<file path="src/rtl/sa_pkg.sv">
// Shared types and constants for the systolic-array result streamer.
// Used by sa_result_streamer (optional feature macro: SA_STREAM_DBUF_EN).
package sa_pkg;

    localparam int SA_SIZE       = 2;
    localparam int SA_DATA_WIDTH = 8;

    typedef enum logic {
        IDLE   = 1'b0,
        STREAM = 1'b1
    } sa_state_t;

    // Bit offset of element (row, col) inside the flattened row-major result bus.
    function automatic int elem_offset(input int row, input int col,
                                       input int size, input int dw);
        return (row * size + col) * dw;
    endfunction

endpackage

</file>
<file path="src/rtl/sa_result_streamer_if.sv">
// Valid/ready element stream carrying one result element plus its coordinates.
interface sa_result_streamer_if #(
    parameter int SIZE       = 2,
    parameter int DATA_WIDTH = 8
);
    localparam int IDX_W = (SIZE > 1) ? $clog2(SIZE) : 1;

    logic [DATA_WIDTH-1:0] out_data;
    logic                  out_valid;
    logic                  out_ready;
    logic [IDX_W-1:0]      out_row;
    logic [IDX_W-1:0]      out_col;
    logic                  out_last;

    modport master (
        output out_data, out_valid, out_row, out_col, out_last,
        input  out_ready
    );

    modport slave (
        input  out_data, out_valid, out_row, out_col, out_last,
        output out_ready
    );

endinterface

</file>
<file path="src/rtl/sa_result_buf.sv">
// Capture register bank for one SIZE x SIZE matrix with an indexed element mux.
module sa_result_buf
    import sa_pkg::*;
#(
    parameter int SIZE       = SA_SIZE,
    parameter int DATA_WIDTH = SA_DATA_WIDTH,
    parameter int CNT_W      = 2
) (
    input  logic                              clk,
    input  logic                              rst,
    input  logic                              load,
    input  logic [SIZE*SIZE*DATA_WIDTH-1:0]   data_in,
    input  logic [CNT_W-1:0]                  idx,
    output logic [DATA_WIDTH-1:0]             elem,
    output logic [SIZE*SIZE*DATA_WIDTH-1:0]   data_all
);
    localparam int N = SIZE * SIZE;

    logic [N*DATA_WIDTH-1:0] data_reg;
    logic [DATA_WIDTH-1:0]   elems [N];

    always_ff @(posedge clk or posedge rst) begin
        if (rst) begin
            data_reg <= '0;
        end else if (load) begin
            data_reg <= data_in;
        end
    end

    generate
        for (genvar gi = 0; gi < SIZE; gi++) begin : g_row
            for (genvar gj = 0; gj < SIZE; gj++) begin : g_col
                assign elems[gi*SIZE+gj] =
                    data_reg[elem_offset(gi, gj, SIZE, DATA_WIDTH) +: DATA_WIDTH];
            end
        end
    endgenerate

    always_comb begin
        elem = '0;
        for (int k = 0; k < N; k++) begin
            if (idx == CNT_W'(k)) begin
                elem = elems[k];
            end
        end
    end

    assign data_all = data_reg;

endmodule

</file>
<file path="src/rtl/sa_result_streamer.sv">
// Captures the systolic array's parallel result on done_in and streams it row-major,
// one element per valid/ready beat. Define SA_STREAM_DBUF_EN for a second pending buffer.
module sa_result_streamer
    import sa_pkg::*;
#(
    parameter int SIZE       = SA_SIZE,
    parameter int DATA_WIDTH = SA_DATA_WIDTH
) (
    input  logic                            clk,
    input  logic                            rst,
    input  logic [SIZE*SIZE*DATA_WIDTH-1:0] C_in,
    input  logic                            done_in,
    sa_result_streamer_if.master            res,
    output logic                            busy,
    output logic                            overrun
);
    localparam int N     = SIZE * SIZE;
    localparam int IDX_W = (SIZE > 1) ? $clog2(SIZE) : 1;
    localparam int CNT_W = (N > 1) ? $clog2(N) : 1;

    sa_state_t         state_reg, state_next;
    logic [CNT_W-1:0]  index_reg, index_next;
    logic              overrun_reg, overrun_next;
    logic              shadow_load;
    logic              handshake;
    logic              at_last;
    logic [DATA_WIDTH-1:0]       shadow_elem;
    logic [N*DATA_WIDTH-1:0]     shadow_src;
    logic [N*DATA_WIDTH-1:0]     shadow_all_unused;

`ifdef SA_STREAM_DBUF_EN
    logic                        pend_valid_reg, pend_valid_next;
    logic                        pend_load;
    logic                        from_pend;
    logic [N*DATA_WIDTH-1:0]     pend_all;
    logic [DATA_WIDTH-1:0]       pend_elem_unused;

    sa_result_buf #(.SIZE(SIZE), .DATA_WIDTH(DATA_WIDTH), .CNT_W(CNT_W)) u_pend_buf (
        .clk      (clk),
        .rst      (rst),
        .load     (pend_load),
        .data_in  (C_in),
        .idx      ('0),
        .elem     (pend_elem_unused),
        .data_all (pend_all)
    );

    assign shadow_src = from_pend ? pend_all : C_in;
`else
    assign shadow_src = C_in;
`endif

    sa_result_buf #(.SIZE(SIZE), .DATA_WIDTH(DATA_WIDTH), .CNT_W(CNT_W)) u_shadow_buf (
        .clk      (clk),
        .rst      (rst),
        .load     (shadow_load),
        .data_in  (shadow_src),
        .idx      (index_reg),
        .elem     (shadow_elem),
        .data_all (shadow_all_unused)
    );

    assign handshake = (state_reg == STREAM) && res.out_ready;
    assign at_last   = (index_reg == CNT_W'(N - 1));

    always_ff @(posedge clk or posedge rst) begin
        if (rst) begin
            state_reg      <= IDLE;
            index_reg      <= '0;
            overrun_reg    <= 1'b0;
`ifdef SA_STREAM_DBUF_EN
            pend_valid_reg <= 1'b0;
`endif
        end else begin
            state_reg      <= state_next;
            index_reg      <= index_next;
            overrun_reg    <= overrun_next;
`ifdef SA_STREAM_DBUF_EN
            pend_valid_reg <= pend_valid_next;
`endif
        end
    end

    always_comb begin
        state_next      = state_reg;
        index_next      = index_reg;
        overrun_next    = overrun_reg;
        shadow_load     = 1'b0;
`ifdef SA_STREAM_DBUF_EN
        pend_valid_next = pend_valid_reg;
        pend_load       = 1'b0;
        from_pend       = 1'b0;
`endif
        case (state_reg)
            IDLE: begin
                if (done_in) begin
                    shadow_load = 1'b1;
                    index_next  = '0;
                    state_next  = STREAM;
                end
            end
            STREAM: begin
                if (handshake && at_last) begin
                    // Final beat: a waiting matrix takes over with no bubble.
                    index_next = '0;
`ifdef SA_STREAM_DBUF_EN
                    if (pend_valid_reg) begin
                        shadow_load     = 1'b1;
                        from_pend       = 1'b1;
                        pend_valid_next = done_in;
                        pend_load       = done_in;
                    end else if (done_in) begin
                        shadow_load = 1'b1;
                    end else begin
                        state_next = IDLE;
                    end
`else
                    if (done_in) begin
                        shadow_load = 1'b1;
                    end else begin
                        state_next = IDLE;
                    end
`endif
                end else begin
                    if (handshake) begin
                        index_next = index_reg + CNT_W'(1);
                    end
                    if (done_in) begin
`ifdef SA_STREAM_DBUF_EN
                        if (!pend_valid_reg) begin
                            pend_load       = 1'b1;
                            pend_valid_next = 1'b1;
                        end else begin
                            overrun_next = 1'b1;
                        end
`else
                        overrun_next = 1'b1;
`endif
                    end
                end
            end
            default: state_next = IDLE;
        endcase
    end

    // All stream outputs come from registered state; out_ready only steers the next state.
    assign res.out_valid = (state_reg == STREAM);
    assign res.out_data  = res.out_valid ? shadow_elem : '0;
    assign res.out_row   = res.out_valid ? IDX_W'(index_reg / CNT_W'(SIZE)) : '0;
    assign res.out_col   = res.out_valid ? IDX_W'(index_reg % CNT_W'(SIZE)) : '0;
    assign res.out_last  = res.out_valid && at_last;
    assign overrun       = overrun_reg;

`ifdef SA_STREAM_DBUF_EN
    assign busy = (state_reg == STREAM) || pend_valid_reg;
`else
    assign busy = (state_reg == STREAM);
`endif

endmodule

</file>
<file path="src/flat_wrapper.sv">
// flat-port wrapper written by rule: the top's interface ports become plain ports
module sa_result_streamer_flat import sa_pkg::*;
#(
    parameter int SIZE       = SA_SIZE,
    parameter int DATA_WIDTH = SA_DATA_WIDTH
)
  (clk, rst, C_in, done_in, busy, overrun, res_out_data, res_out_valid, res_out_row, res_out_col, res_out_last, res_out_ready);
  sa_result_streamer_if #(.SIZE(SIZE), .DATA_WIDTH(DATA_WIDTH)) res_i ();
  input  logic clk;
  input  logic rst;
  input  logic [SIZE*SIZE*DATA_WIDTH-1:0] C_in;
  input  logic done_in;
  output logic busy;
  output logic overrun;
  output wire logic [$bits(res_i.out_data)-1:0] res_out_data;
  output wire logic [$bits(res_i.out_valid)-1:0] res_out_valid;
  output wire logic [$bits(res_i.out_row)-1:0] res_out_row;
  output wire logic [$bits(res_i.out_col)-1:0] res_out_col;
  output wire logic [$bits(res_i.out_last)-1:0] res_out_last;
  input wire logic [$bits(res_i.out_ready)-1:0] res_out_ready;
  assign res_out_data = res_i.out_data;
  assign res_out_valid = res_i.out_valid;
  assign res_out_row = res_i.out_row;
  assign res_out_col = res_i.out_col;
  assign res_out_last = res_i.out_last;
  assign res_i.out_ready = res_out_ready;
  sa_result_streamer #(.SIZE(SIZE), .DATA_WIDTH(DATA_WIDTH)) u_core (.clk(clk), .rst(rst), .C_in(C_in), .done_in(done_in), .res(res_i), .busy(busy), .overrun(overrun));
endmodule
</file>
<file path="config.mk">
export PLATFORM = sky130hd
export DESIGN_NAME = sa_result_streamer_flat
export DESIGN_NICKNAME = d
export VERILOG_FILES = /design/src/rtl/sa_pkg.sv /design/src/rtl/sa_result_streamer_if.sv /design/src/rtl/sa_result_buf.sv /design/src/rtl/sa_result_streamer.sv /design/src/flat_wrapper.sv
export SDC_FILE = /design/constraint.sdc
export NUM_CORES = 1
export LEC_CHECK = 0
export CAP_MARGIN = 0
export CORE_MARGIN = 2
export CORE_UTILIZATION = 65
export CTS_CLUSTER_DIAMETER = 200
export DETAILED_ROUTE_END_ITERATION = 7
export DONT_BUFFER_PORTS = 1
export MAX_ROUTING_LAYER = met4
export PLACE_DENSITY_LB_ADDON = 0.12
export SLEW_MARGIN = 0
export SYNTH_ARGS = -nofsm -noshare
export SYNTH_HDL_FRONTEND = slang
export SYNTH_HIERARCHICAL = 1
export SYNTH_SLANG_ARGS = --single-unit
</file>
<file path="constraint.sdc">
create_clock -name clk -period 3.3 [get_ports clk]
set_clock_uncertainty 0.05 [all_clocks]
set_input_delay 0.495 -clock clk [delete_from_list [all_inputs] [get_ports clk]]
set_output_delay 0.495 -clock clk [all_outputs]
set_load 0.01 [all_outputs]
</file>
==> impl_metrics.yaml, run 1 <==
placement:
  place_area_mm2: 0.001668
  port_buffers: 0
  place_hpwl_um: 1964
  routabilityCongestion: 0.6126
global_route:
  grt_util_all_layers: 0.2203
  grt_pass1_vias: 869
  grt_pass1_wl_um: 4146
  grt_max_degree: 33
  antenna_found_initial: 0
  grt_remaining_overflow: 0
route:
  drt_iter0_drc: 4
  vias: 882
  wl_per_cell_um: 19.14
  drc: 0
  drt_first_pass_iters: 3
  ant_nets: 0
  drt-total-wl_um: 2718
  viasPerCell: 6.211
timing:
  grt_setup_unrepaired: "false"
  period_minus_slack_ns: 2.376
  final-setup-viol-count: 0
  maxSlewHeadroom: 0.5816
  hold_violations: 0
  drv_slew: 0
  whs_ns: 0.06977
  clock.fmax_ghz: 0.4208
  setup_tns_ns: 0
  fin_crit_sh: 0.7201
  worst_slew_pin_slew_ns: 0.6276
die:
  die-area_mm2: 0.003006
  dieHeight_um: 54.83
  coreArea_mm2: 0.002455
  die_x_um: 54.83
  num_rows: 18
  ioPinCount: 50
  start_util: 0.6840
cells_and_area:
  diodes: 0
  nNetsFinal: 148
  final_util: 0.7074
  drive_gt1_frac: 0.4196
  stdcell_area_mm2: 0.001737
  syn_to_final_growth_pct: 3.428
  largest_register_ffs: 32
synthesis:
  synthFlopType: "dfrtp_1"
  synth_edf_count: 0
  yosys.area.top_type_share: 0.5365
  synthTopCellsByArea: "dfrtp_1 54%, mux2_2 19%, mux4_2 11%"
  synth_cell_types: 19
  ys_ff_latch: 36
  netlist_top_cells_count: "36 x dfrtp_1, 29 x mux2_2, 11 x and2_1"
  ys_seq_area_frac: 0.5365
  yosysWarningCount: 6
  synthCells: 108
  syn-num-nets: 145
  synth.avg_cell_area_um2: 15.55
  syn_area_mm2: 0.001679
  async_flop_share: 1.000
  yosysMostFrequentCell: "dfrtp_1"
  yosys.area.top_type: "dfrtp_1"
critical_path:
  cp.arrival_ns: 1.83
  r2r_start: "u_core/index_reg[1]$_DFFE_PP0P_"
  critPathRequiredTime_ns: 2.75
  worstPathMaxFanout: 11
  cp-end-kind: "primary output"
  crit_start: "u_core/index_reg[1]$_DFFE_PP0P_"
  critPathBufInv: 0
  cp_top_family: "flip-flops"
  cp_cell_sequence: "mux4_2 -> and2_1"
  critPathMaxStageDelay_ns: 0.71
  cpMaxStageDelayCell: "dfrtp_1"
  worstSetupStartpointType: "register"
  critical_path_class: "register to primary output"
clock_network:
  cts.path.max_buffers: 2
  cts_sinks: 36
  cts_tree: "done"
  numCtsBuffers: 5
  root_buffer: "clkbuf_4"
  clkTransAtPathRegs_ns: 0.10
  worst_skew_pair.late_latency_ns: 0.33
  ctsHtreeMaxLevel: 2
  postCtsSetupBuffers: 0
pwr:
  power_frac_clock: 0.142
  seqPwrFrac: 0.483
  p_leak_uw: 0.0007305
  peakVddDrop_mv: 0.6910
  pwr_density_cell_mw_per_mm2: 978.0
  netSwitchingFraction: 0.3133
  p_int_uw: 1166
  pwr-share-comb: 0.375
  p_sw_uw: 532.1
run:
  maxCapViolCount: 0
min_path:
  hp-class: "input port to asynchronous set/reset pin"
run_status:
  status: "complete, no violations"
==> layout by cell type, fill, tap and decap left out, drive strengths merged, types with 2 or more instances in the layout <==
cell type	synthesis	layout
dfrtp	36	36
mux2	33	33
and2	11	11
mux4	8	8
clkbuf	1	8
buf	7	3
inv	2	2
nor2	2	2
==> path summary, 6_finish.rpt <==
path / end / slack [ns] / cells after the start
max in group asynchronous: u_core/index_reg[0]$_DFFE_PP0P_ / 2.63 / 2
min: u_core/u_shadow_buf/data_all[2]$_DFFE_PP0P_ / 0.07 / 2
max reg2reg: u_core/u_shadow_buf/data_all[21]$_DFFE_PP0P_ / 1.21 / 5
max: res_out_data[5] / 0.92 / 2
min in group clk: u_core/busy$_DFF_PP0_ / 0.22 / 1
min reg2reg: u_core/u_shadow_buf/data_all[0]$_DFFE_PP0P_ / 0.45 / 1
==> repair_timing <==
action                                 CTS  global route
gates resized for setup                  0             0
endpoints found under the hold margin    4             0
hold buffers                             1             0
==> metrics by stage <==
stage                     total power (uW)  setup slack [ns]  instances
after floorplan                       1396             1.543        108
after global placement                1439             1.293        133
after detailed placement              1481             1.197        133
after CTS                             1724            0.8945        142
after global routing                  1821            0.7907        142
final                                 1699            0.9237        142
==> power groups by stage <==
stage	sequential (uW)	clock, uW	combinational [uW]
after detailed placement	838	0	643
after CTS	827	252	646
after global placement	819	0	620
after floorplan	740	0	656
final	821	242	636
after global routing	858	268	695
==> cells by family after synthesis <==
family / Yosys count / synth area share
muxes: 42 / 0.3346
DFF: 36 / 0.5365
and+or+nand+nor: 15 / 0.05291
buffers and inverters: 10 / 0.04843
AOI/OAI and AO/OA: 4 / 0.02012
adders and majority gates: 1 / 0.007450
==> cell type report <==
class	count	area [um2]
fillers	173	718.2
multi-input cells	62	699.4
inverters	2	7.507
clock buffers	8	58.81
well taps	30	37.54
flip-flops and latches	36	900.9
repair buffers	4	32.53
==> layer usage <==
layer | routed length, um | GRT usage
met1 | 1099 | 0.2658
met2 | 1373 | 0.3254
met3 | 198 | 0.09563
met4 | 47 | 0.08750
met5 | 0 | -
No activity file was read; power rests on OpenSTA's default activity.
==> run 2: changes to the inputs <==
Settings changed: CORE_UTILIZATION 65 to 61.
Clock period 3.3 ns to 2.2 ns, I/O delays scaled along.
==> run 2 against run 1 <==
Net effect:
- power increased by 54%
- via count increased by 2.0%
- clock-buffer cell count unchanged
- die area increased by 6.1%
- sequential power increased by 41%
- critical path type unchanged
- critical endpoint is now res_out_data[7]
- largest cell class unchanged
==> impl_metrics.yaml, run 2 (synthesis results as in run 1) <==
critical_path:
  critical_path_class: "register to primary output"
  cp-end-kind: "primary output"
  reg2regPathDepth: 5
  cp.arrival_ns: 1.71
  worstSetupStartpointType: "register"
  critPathRequiredTime_ns: 1.82
  worstPathMaxFanout: 8
clock_network:
  cts.path.max_buffers: 2
  worst_skew_pair.late_latency_ns: 0.34
  cts_tree: "done"
  clkTransAtPathRegs_ns: 0.11
  numCtsBuffers: 5
  postCtsSetupBuffers: 0
  root_buffer: "clkbuf_4"
  cts_sinks: 36
  ctsHtreeMaxLevel: 2
timing:
  hold_violations: 0
  drv_slew: 0
  setup_tns_ns: 0
  clock.fmax_ghz: 0.4793
  fin_crit_sh: 0.9484
  final-setup-viol-count: 0
  maxSlewHeadroom: 0.7366
  worst_slew_pin_slew_ns: 0.3951
  grt_setup_unrepaired: "false"
  period_minus_slack_ns: 2.087
route:
  drt_first_pass_iters: 4
  drc: 0
  drt_iter0_drc: 31
  wl_per_cell_um: 19.62
  viasPerCell: 6.122
  vias: 900
  drt-total-wl_um: 2884
  ant_nets: 0
global_route:
  grt_pass1_vias: 1003
  antenna_found_initial: 0
  grt_pass1_wl_um: 4781
  grt_remaining_overflow: 0
  grt_max_degree: 33
  grt_util_all_layers: 0.2127
cells_and_area:
  syn_to_final_growth_pct: 6.110
  mostFrequentLayoutCells: "35 x dfrtp_1, 29 x mux2_2, 11 x and2_1"
  diodes: 0
  largest_register_ffs: 32
  stdcell_area_mm2: 0.001782
  drive_gt1_frac: 0.4483
  final_common_cell: "dfrtp_1"
  nNetsFinal: 152
  final_util: 0.6633
die:
  die_x_um: 56.47
  ioPinCount: 50
  dieHeight_um: 56.47
  start_util: 0.6251
  die-area_mm2: 0.003188
  num_rows: 19
  coreArea_mm2: 0.002686
pwr:
  peakVddDrop_mv: 1.015
  p_leak_uw: 0.0007514
  pwr_density_cell_mw_per_mm2: 1469
run_status:
  status: "complete, no violations"
min_path:
  hp-class: "input port to register"
  hold_depth: 1
run:
  maxCapViolCount: 0
placement:
  place_area_mm2: 0.001712
  routabilityCongestion: 0.7582
  port_buffers: 0
  place_hpwl_um: 2082
## run 2: cell types whose count changed in the layout (fill, tap and decap cells not counted), sizes merged
cell  delta
buf      +4
## run 2: path summary, 6_finish.rpt
check | start | end | slack [ns]
setup / recovery | u_core/index_reg[0]$_DFFE_PP0P_ | res_out_data[7] | 0.11
hold / removal | done_in | u_core/overrun$_DFFE_PP0P_ | 0.05
setup reg to reg | u_core/index_reg[0]$_DFFE_PP0P_ | u_core/u_shadow_buf/data_all[0]$_DFFE_PP0P_ | 0.46
hold reg to reg | u_core/u_shadow_buf/data_all[14]$_DFFE_PP0P_ | u_core/u_shadow_buf/data_all[14]$_DFFE_PP0P_ | 0.44
max in group asynchronous | rst | u_core/u_shadow_buf/data_all[0]$_DFFE_PP0P_ | 1.30
min in group asynchronous | rst | u_core/index_reg[1]$_DFFE_PP0P_ | 0.29
## run 2: final cells by class
| type | instances | area, um2 |
|---|---|---|
| fill | 193 | 904.6 |
| sequential | 36 | 902.1 |
| multi-input combinational | 62 | 699.4 |
| timing repair buffer | 8 | 75.07 |
| clock buffer | 8 | 58.81 |
| tap | 31 | 38.79 |
| inverter | 2 | 7.507 |
## run 2: per-stage QoR
step | instances | hold WS [ns] | setup WS, ns | total power [uW]
floorplan | 108 | 0.04608 | 0.5599 | 2095
global placement | 138 | 0.06260 | 0.4299 | 2234
detailed placement | 138 | 0.07200 | 0.4129 | 2286
CTS | 147 | 0.03795 | 0.002549 | 2652
global route | 147 | 0.03846 | 0.03857 | 2803
finish | 147 | 0.04715 | 0.1135 | 2617
## run 2: worst max-delay path: stages (launching register included)
cell and delay, ns:
dfrtp_2 0.47, buf_4 0.20, mux4_2 0.49, and2_1 0.20
## run 2: metal layers
layer | track usage | vias up | part of all wire | wire length (um)
li1 | - | 400 | - | -
met1 | 0.2556 | 459 | 0.41 | 1180
met2 | 0.3239 | 33 | 0.50 | 1436
met3 | 0.06452 | 8 | 0.069 | 200
met4 | 0.1122 | 0 | 0.024 | 68
met5 | - | - | 0 | 0
## run 2: what timing repair did
item	4_1_cts	5_1_grt
hold buffers	1	0
hold endpoints to repair	36	0
gates resized for setup	0	1
endpoints found under the setup margin	0	2
## run 2: power breakdown
part	leakage [uW]	switching (uW)	internal, uW	total (uW)
clock	0.0000326	206	158	364
combinational	0.000295	436	661	1100
sequential	0.000424	173	983	1160
total	0.000751	815	1800	2620
==> run 3: changes to the inputs <==
Settings changed: HOLD_SLACK_MARGIN from default to 0.05.
==> run 3 against run 2 <==
Net effect:
- global-route usage increased by 0.20 points
- die area unchanged
- register-to-register slack about the same
- clock-buffer cell count unchanged
- critical path type unchanged
- critical endpoint unchanged
==> impl_metrics.yaml, run 3 (synthesis results as in run 1) <==
pwr:
  pwr_density_cell_mw_per_mm2: 1462
  p_leak_uw: 0.0007556
  peakVddDrop_mv: 1.015
timing:
  clock.fmax_ghz: 0.4786
  grt_setup_unrepaired: "false"
  worst_slew_pin_slew_ns: 0.3963
  period_minus_slack_ns: 2.090
  fin_ws_ns: 0.1104
  fin_crit_sh: 0.9498
  hold_violations: 0
  drv_slew: 0
  maxSlewHeadroom: 0.7358
  setup_tns_ns: 0
  final-setup-viol-count: 0
critical_path:
  critPathMaxStageDelay_ns: 0.49
  critical_path_class: "register to primary output"
  cp-end-kind: "primary output"
  worstPathMaxFanout: 8
  cp.arrival_ns: 1.71
  cpMaxStageDelayCell: "mux4_2"
  cp_cell_sequence: "buf_4 -> mux4_2 -> and2_1"
  critPathRequiredTime_ns: 1.82
  worstSetupStartpointType: "register"
cells_and_area:
  drive_gt1_frac: 0.4444
  syn_to_final_growth_pct: 6.707
  final_common_cell: "dfrtp_1"
  nNetsFinal: 153
  diodes: 0
  mostFrequentLayoutCells: "35 x dfrtp_1, 29 x mux2_2, 11 x and2_1"
  fill_cells: 192
  largest_register_ffs: 32
run:
  maxCapViolCount: 0
die:
  num_rows: 19
  ioPinCount: 50
  dieHeight_um: 56.47
  start_util: 0.6251
  die-area_mm2: 0.003188
  coreArea_mm2: 0.002686
  die_x_um: 56.47
route:
  viasPerCell: 6.095
  drt_first_pass_iters: 4
  drt-total-wl_um: 2914
  vias: 902
  wl_per_cell_um: 19.69
  drc: 0
  ant_nets: 0
  drt_iter0_drc: 31
clock_network:
  worst_skew_pair.late_latency_ns: 0.34
  cts.path.max_buffers: 2
  postCtsSetupBuffers: 0
  root_buffer: "clkbuf_4"
  ctsHtreeMaxLevel: 2
  numCtsBuffers: 5
  cts_tree: "done"
  cts_sinks: 36
  clkTransAtPathRegs_ns: 0.11
global_route:
  top_usage_layer: "met2"
  use_met2: 0.3272
  use_met3: 0.06452
  grt_pass1_vias: 1012
  grt_util_all_layers: 0.2147
  use_met1: 0.2588
  grt_max_degree: 33
  antenna_found_initial: 0
  grt_remaining_overflow: 0
  grt_pass1_wl_um: 4836
min_path:
  hp-class: "input port to register"
run_status:
  status: "complete, no violations"
placement:
  routabilityCongestion: 0.7582
  place_ws_ns: 0.4129
  port_buffers: 0
  place_hpwl_um: 2082
run 3: worst paths after layout:
check | end | slack [ns] | startpoint | cells past startpoint
setup / recovery | res_out_data[7] | 0.11 | u_core/index_reg[0]$_DFFE_PP0P_ | 3
hold / removal | u_core/u_shadow_buf/data_all[30]$_DFFE_PP0P_ | 0.07 | C_in[30] | 1
setup reg to reg | u_core/u_shadow_buf/data_all[0]$_DFFE_PP0P_ | 0.45 | u_core/index_reg[0]$_DFFE_PP0P_ | 5
hold reg to reg | u_core/u_shadow_buf/data_all[14]$_DFFE_PP0P_ | 0.44 | u_core/u_shadow_buf/data_all[14]$_DFFE_PP0P_ | 1
max in group asynchronous | u_core/u_shadow_buf/data_all[0]$_DFFE_PP0P_ | 1.31 | rst | 3
min in group asynchronous | u_core/index_reg[1]$_DFFE_PP0P_ | 0.28 | rst | 2
run 3: area by class of cell:
type                       instances  area [um2]  share of cell area
clock buffer                       8       58.81             0.03282
inverter                           2       7.507            0.004190
multi-input combinational         62       699.4              0.3904
sequential                        36       902.1              0.5035
tap                               31       38.79             0.02165
timing repair buffer               9       85.08             0.04749
run 3: critical path: cells and delay by family, from the launching register on:
family,cells,cell delay (ns)
mux,1,0.49
flops,1,0.47
simple gates,1,0.20
buf+inv,1,0.20
run 3: what timing repair did:
item                                   4_1_cts  5_1_grt
hold buffers                                 2        0
endpoints found under the hold margin       38        0
resized for setup                            0        1
setup endpoints to repair                    0        2
run 3: through the flow:
step                        util  power (uW)  instance area [um2]  cells  hold WS (ns)
final                     0.6670        2620                 1792    148       0.07392
after global routing      0.6670        2805                 1792    148       0.05403
after CTS                 0.6665        2654                 1790    148       0.05805
after detailed placement  0.6372        2286                 1712    138       0.07200
after global placement    0.6372        2234                 1712    138       0.06260
after floorplan                -        2095                 1679    108       0.04608
run 3: metal layers:
layer | routed length, um | part of all wire
met2 | 1438 | 0.49
met4 | 67 | 0.023
met3 | 198 | 0.068
met5 | 0 | 0
met1 | 1209 | 0.41
run 3: report_power, final:
group	internal [uW]	switching, uW
sequential	983	173
combinational	662	437
clock	158	207
total	1800	817
